File: src/rtl/sha256_pkg.sv
// Shared types and constants for the SHA-256 message padder.
//   pad_state_e    : padder sequencing states
//   pad_word_t     : one output-stage payload {data, eob, eom}
//   blocks_per_msg : blocks produced for a message of N words
package sha256_pkg;

  localparam int unsigned WORD_W      = 32;
  localparam int unsigned BLOCK_WORDS = 16;
  localparam int unsigned IDX_W       = 4;
  localparam int unsigned LEN_HI_IDX  = 14;
  localparam logic [WORD_W-1:0] SHA256_PAD_WORD = 32'h8000_0000;

  typedef enum logic [2:0] {
    PASS  = 3'd0,
    PAD   = 3'd1,
    ZFILL = 3'd2,
    ZERO  = 3'd3,
    LENH  = 3'd4,
    LENL  = 3'd5
  } pad_state_e;

  typedef struct packed {
    logic [WORD_W-1:0] data;
    logic              eob;
    logic              eom;
  } pad_word_t;

  // Message words plus marker plus two length words, rounded up to blocks.
  function automatic int unsigned blocks_per_msg(input int unsigned words);
    return (words + 3 + BLOCK_WORDS - 1) / BLOCK_WORDS;
  endfunction

endpackage

File: src/rtl/sha256_out_reg.sv
// One-entry valid/ready output register.
//   push/push_word : load request (only asserted while ready_c is high)
//   out_valid/out_word/out_ready : downstream handshake
//   ready_c        : register can take a word this cycle
module sha256_out_reg
  import sha256_pkg::*;
(
  input  logic      clk,
  input  logic      rst_n,
  input  logic      push,
  input  pad_word_t push_word,
  input  logic      out_ready,
  output logic      out_valid,
  output pad_word_t out_word,
  output logic      ready_c
);

  logic      valid_q, valid_d;
  pad_word_t word_q, word_d;

  assign ready_c   = !valid_q || out_ready;
  assign out_valid = valid_q;
  assign out_word  = word_q;

  // Load on push, otherwise drain when the consumer takes the word.
  always_comb begin
    valid_d = valid_q;
    word_d  = word_q;
    if (push) begin
      valid_d = 1'b1;
      word_d  = push_word;
    end else if (out_ready) begin
      valid_d = 1'b0;
    end
  end

  always_ff @(posedge clk or negedge rst_n) begin
    if (!rst_n) begin
      valid_q <= 1'b0;
      word_q  <= '0;
    end else begin
      valid_q <= valid_d;
      word_q  <= word_d;
    end
  end

endmodule

File: src/rtl/sha256_msg_padder.sv
// SHA-256 message padder: forwards 32-bit message words and appends the
// marker word, zero fill and 64-bit bit-length, emitting whole 16-word blocks.
//   in_*  : message word stream (in_last marks the final word)
//   out_* : padded stream; out_eob on word 15 of each block, out_eom on the
//           final length word
//   busy  : message in progress
// Optional: SHA256_PAD_STATS_EN adds msg_cnt / blk_cnt accepted counters.
module sha256_msg_padder
  import sha256_pkg::*;
#(
  parameter int unsigned CNT_W = 32
) (
  input  logic              clk,
  input  logic              rst_n,
  input  logic              in_valid,
  output logic              in_ready,
  input  logic [WORD_W-1:0] in_data,
  input  logic              in_last,
  output logic              out_valid,
  input  logic              out_ready,
  output logic [WORD_W-1:0] out_data,
  output logic              out_eob,
  output logic              out_eom,
  output logic              busy
`ifdef SHA256_PAD_STATS_EN
  ,
  output logic [15:0]       msg_cnt,
  output logic [15:0]       blk_cnt
`endif
);

  pad_state_e       state_q, state_d;
  logic [IDX_W-1:0] wi_q, wi_d;
  logic [CNT_W-1:0] cnt_q, cnt_d;
  logic             busy_q, busy_d;
  logic             init_q, init_d;

  logic      push;
  pad_word_t push_word;
  pad_word_t out_word;
  logic      ready_c;
  logic      in_fire;
  logic      out_fire;
  logic [63:0] bit_len;

  assign bit_len  = 64'({cnt_q, 5'b0});
  // init_q keeps in_ready low while reset is applied.
  assign in_ready = init_q && (state_q == PASS) && ready_c;
  assign in_fire  = in_valid && in_ready;
  assign out_fire = out_valid && out_ready;

  // Sequencing: every state transition happens on a word loaded to the output.
  always_comb begin
    state_d        = state_q;
    wi_d           = wi_q;
    cnt_d          = cnt_q;
    busy_d         = busy_q;
    init_d         = 1'b1;
    push           = 1'b0;
    push_word.data = '0;
    push_word.eob  = (wi_q == IDX_W'(BLOCK_WORDS - 1));
    push_word.eom  = 1'b0;

    if (out_fire && out_eom) busy_d = 1'b0;

    case (state_q)
      PASS: begin
        push_word.data = in_data;
        if (in_fire) begin
          push   = 1'b1;
          cnt_d  = cnt_q + CNT_W'(1);
          busy_d = 1'b1;
          if (in_last) state_d = PAD;
        end
      end
      PAD: begin
        push           = ready_c;
        push_word.data = SHA256_PAD_WORD;
        if (ready_c) begin
          if (wi_q < IDX_W'(LEN_HI_IDX - 1))       state_d = ZERO;
          else if (wi_q == IDX_W'(LEN_HI_IDX - 1)) state_d = LENH;
          else if (wi_q == IDX_W'(LEN_HI_IDX))     state_d = ZFILL;
          else                                     state_d = ZERO;  // marker at 15: next block is zeros
        end
      end
      ZFILL: begin
        push = ready_c;
        if (ready_c && wi_q == IDX_W'(BLOCK_WORDS - 1)) state_d = ZERO;
      end
      ZERO: begin
        push = ready_c;
        if (ready_c && wi_q == IDX_W'(LEN_HI_IDX - 1)) state_d = LENH;
      end
      LENH: begin
        push           = ready_c;
        push_word.data = bit_len[63:32];
        if (ready_c) state_d = LENL;
      end
      LENL: begin
        push           = ready_c;
        push_word.data = bit_len[31:0];
        push_word.eom  = 1'b1;
        if (ready_c) begin
          cnt_d   = '0;
          state_d = PASS;
        end
      end
      default: state_d = PASS;
    endcase

    // LENL sits at index 15, so the wrap here also realigns wi to 0.
    if (push) wi_d = wi_q + IDX_W'(1);
  end

  always_ff @(posedge clk or negedge rst_n) begin
    if (!rst_n) begin
      state_q <= PASS;
      wi_q    <= '0;
      cnt_q   <= '0;
      busy_q  <= 1'b0;
      init_q  <= 1'b0;
    end else begin
      state_q <= state_d;
      wi_q    <= wi_d;
      cnt_q   <= cnt_d;
      busy_q  <= busy_d;
      init_q  <= init_d;
    end
  end

  sha256_out_reg u_out_reg (
    .clk       (clk),
    .rst_n     (rst_n),
    .push      (push),
    .push_word (push_word),
    .out_ready (out_ready),
    .out_valid (out_valid),
    .out_word  (out_word),
    .ready_c   (ready_c)
  );

  assign out_data = out_word.data;
  assign out_eob  = out_word.eob;
  assign out_eom  = out_word.eom;
  assign busy     = busy_q;

`ifdef SHA256_PAD_STATS_EN
  logic [15:0] msg_cnt_q, msg_cnt_d;
  logic [15:0] blk_cnt_q, blk_cnt_d;

  // Count messages and blocks as the consumer accepts their final words.
  always_comb begin
    msg_cnt_d = msg_cnt_q;
    blk_cnt_d = blk_cnt_q;
    if (out_fire && out_eom) msg_cnt_d = msg_cnt_q + 16'd1;
    if (out_fire && out_eob) blk_cnt_d = blk_cnt_q + 16'd1;
  end

  always_ff @(posedge clk or negedge rst_n) begin
    if (!rst_n) begin
      msg_cnt_q <= '0;
      blk_cnt_q <= '0;
    end else begin
      msg_cnt_q <= msg_cnt_d;
      blk_cnt_q <= blk_cnt_d;
    end
  end

  assign msg_cnt = msg_cnt_q;
  assign blk_cnt = blk_cnt_q;
`endif

endmodule

File: config.mk
export PLATFORM = sky130hd
export DESIGN_NAME = sha256_msg_padder
export DESIGN_NICKNAME = d
export VERILOG_FILES = /design/src/rtl/sha256_pkg.sv /design/src/rtl/sha256_out_reg.sv /design/src/rtl/sha256_msg_padder.sv
export SDC_FILE = /design/constraint.sdc
export NUM_CORES = 1
export LEC_CHECK = 0
export CAP_MARGIN = 20
export CORE_UTILIZATION = 45
export CTS_BUF_LIST = sky130_fd_sc_hd__clkbuf_16
export CTS_CLUSTER_DIAMETER = 120
export DETAILED_ROUTE_END_ITERATION = 16
export PLACE_DENSITY = 0.81
export SYNTH_ARGS = -nofsm -noshare
export SYNTH_HDL_FRONTEND = slang
export SYNTH_SLANG_ARGS = --single-unit
File: constraint.sdc
create_clock -name clk -period 2.6 [get_ports clk]
set_input_delay 0.52 -clock clk [delete_from_list [all_inputs] [get_ports clk]]
set_output_delay 0.52 -clock clk [all_outputs]
set_load 0.03 [all_outputs]
==> run summary <==
Worst R2R Start -> state_q[2]$_DFFE_PN0P_
placed wire-length estimate -> 6270 um
setup violators final -> 0
share of cells above drive strength 1 -> 0.1049
Top cell by count, worst path -> buf_4
CTS tree -> yes
Register Area -> 1902 um2
initial antenna violation count -> 0
startpoint class of the critical path -> flip-flop
CTS Buffer Depth -> 2
commonest cells in the synthesized netlist -> 76 x dfrtp_1, 32 x and3_1, 32 x nand2_1
Reg2Reg Depth -> 5
Synth Instances -> 367
Synth Warn # -> 0
Max-slew headroom -> 0.6183
first-pass GRT wire length -> 15230 um
Hold Path Class -> in2async
leakage -> 2.281 nW
#FFs+latches synth -> 76
CP Launch Point -> state_q[2]$_DFFE_PN0P_
Port-buffer cells -> 73
Die Area -> 8924 um2
initial DRC count -> 209
CTS Sinks -> 76
most common cell in the netlist -> dfrtp_1
count of cell types in the netlist -> 52
outcome -> completed
Tot GR Track Use -> 0.2208
final number of max-transition violations -> 0
EDFF count, synth -> 0
Worst Tran Pin Value -> 0.5702 ns
Die Ht -> 94.47 um
clock skew -> 0.007333 ns
RePlAce Congestion -> 0.8528
DP Area -> 4756 um2
count of cells resized by post-cts repair -> 0
Detailed Route WL -> 9147 um
MaxCap Viol Count -> 0
ys async rst share -> 1.000
utilization after layout -> 0.6132
worst-path fanout max -> 29
Root Buffer -> clkbuf_16
leading register cell type out of synthesis -> dfrtp_1
Worst path slowest cell -> dfrtp_1
RR Endpoint -> cnt_q[1]$_DFFE_PN0P_
Clock Latency Late Sink -> 0.34 ns
largest net degree at the start of global routing -> 77
Hold Buf Count CTS -> 0
ANT nets after route -> 0
R2R Setup Slk -> 0.45 ns
Post-Synth XOR/XNOR Area -> 0.04553
Clock transition at path regs -> 0.06 ns
setup TNS -> 0 ns
kind of critical path -> reg2out
CTS Buf Count -> 9
io pins -> 74
via count -> 3208
initial core utilization -> 0.4659
fmax -> 0.4124 GHz
Post-Synth Adder-Cell Area -> 0.01626
period utilization -> 0.9327
Fill cells -> 696
Hold Fails Final Rpt -> 0
CP peak stage delay -> 0.57 ns
Core ar. -> 8258 um2
area of the multi-input gates -> 1814 um2
Crit path required time -> 2.08 ns
Pre-antenna DRT Iters -> 5
# rows -> 33
die width -> 94.47 um
mux contribution to synthesized area -> 0.02081
Arrival @ worst endpoint -> 1.91 ns
via/cell ratio -> 5.801
CP Capture Point -> in_ready
post-synth top area share -> 0.4943
hold_ws -> 0.1818 ns
Overflow after GRT -> 0
RSZ-0062 raised after global routing -> no
synthesized area -> 3847 um2
Max VDD drop -> 0.0004866 V
crit path capture type -> output pin
Power Density -> 941.2 nW/um2
Synthesized Nets -> 409
min cycle time layout -> 2.425 ns
Nets -> 485
compound-cell area share of the yosys netlist -> 0.1629
H-tree Lvls -> 3
number of global-route vias before repair -> 3144
largest family of logic cells by synthesized area -> simple AND/OR/NAND/NOR gates
register area share after synthesis -> 0.4943
Cell Chain, Critical Path -> nor3_4 -> buf_4 -> and3_1 -> buf_4
Ant. Diodes -> 0
drt wl/cell -> 16.54 um
Avg Cell Area, Syn -> 10.48 um2
synth top area cells -> dfrtp_1 49%, a221o_1 6.5%, and3_1 5.2%, nand2_1 3.1%, o31ai_1 2.5%
Synth area leader -> dfrtp_1
area delta synth->final -> 31.61%
DRC -> 0
Post-Layout Inst Area -> 5064 um2
Synth Area in Simple Gates -> 0.2218
buffers inserted by post-CTS timing repair -> 0
## where the power goes
group | switching, W | total (W) | leakage [nW] | internal (W)
clock | 0.000469 | 0.00130 | 0.158 | 0.000828
combinational | 0.00104 | 0.00182 | 1.11 | 0.000782
sequential | 0.000202 | 0.00165 | 1.02 | 0.00144
## cells in the final DEF (no fill, tap or decap), drive strengths merged, types with 8 or more instances in the layout
cell,instances
o31ai,13
o21ai,12
nand3,17
dfrtp,76
nand4,11
xnor2,11
buf,21
clkbuf,9
mux2i,8
nand2,32
clkdlybuf4s50,71
and3,32
xor2,9
nor2,25
a21oi,10
a221o,25
## worst min-delay path by stage
stage	end	slack (ns)	depth (start not counted)
finish	u_out_reg.out_word[15]$_DFFE_PN0P_	0.18	2
global route	u_out_reg.out_word[15]$_DFFE_PN0P_	0.22	2
CTS	u_out_reg.out_word[15]$_DFFE_PN0P_	0.21	2
detailed placement	u_out_reg.out_word[2]$_DFFE_PN0P_	0.47	2
global placement	u_out_reg.out_word[2]$_DFFE_PN0P_	0.46	2
floorplan	busy$_DFF_PN0_	0.22	0
## per-layer routing
layer	wire, um	part of all wire	track usage
met1	4050	0.44	0.2799
met2	4547	0.50	0.3671
met3	413	0.045	0.04831
met4	136	0.015	0.08838
met5	0	0	0
## kinds of logic (layout without fill, tap and decap cells)
group,Yosys count,count (layout)
and+or+nand+nor,147,147
adders and majority gates,5,5
AOI/OAI and AO/OA,79,79
xor gates and xnor gates,20,20
muxes,8,8
buffers and inverters,31,112
DFF,76,76
other,1,1
## registers in the layout, indices dropped and copies added, names as in the netlist
register / flops
u_out_reg.out_word: 34
init_q: 1
wi_q: 4
cnt_q: 32
state_q: 3
u_out_reg.out_valid: 1
busy: 1
## stage by stage
step,power (W),setup slack (ns),std cells
after floorplan,0.002759,0.5295,367
after global placement,0.003423,0.05623,537
after detailed placement,0.003483,-0.02298,537
after CTS,0.004796,0.2030,553
after global routing,0.005014,0.1254,553
final,0.004766,0.1750,553
## final cells by class
class	count	share of cell area
Tap cell	105	0.02595
Clock buffer	9	0.04448
Inverter	4	0.002965
Clock inverter	7	0.01631
Timing Repair Buffer	92	0.1764
Sequential cell	76	0.3756
Multi-Input combinational cell	260	0.3583
## critical path: cells and delay by family (launching register included)
family        cells  cell delay (ns)
flops             1             0.57
simple gates      2             0.50
buf+inv           2             0.49
No activity file was read; power rests on OpenSTA's default activity.
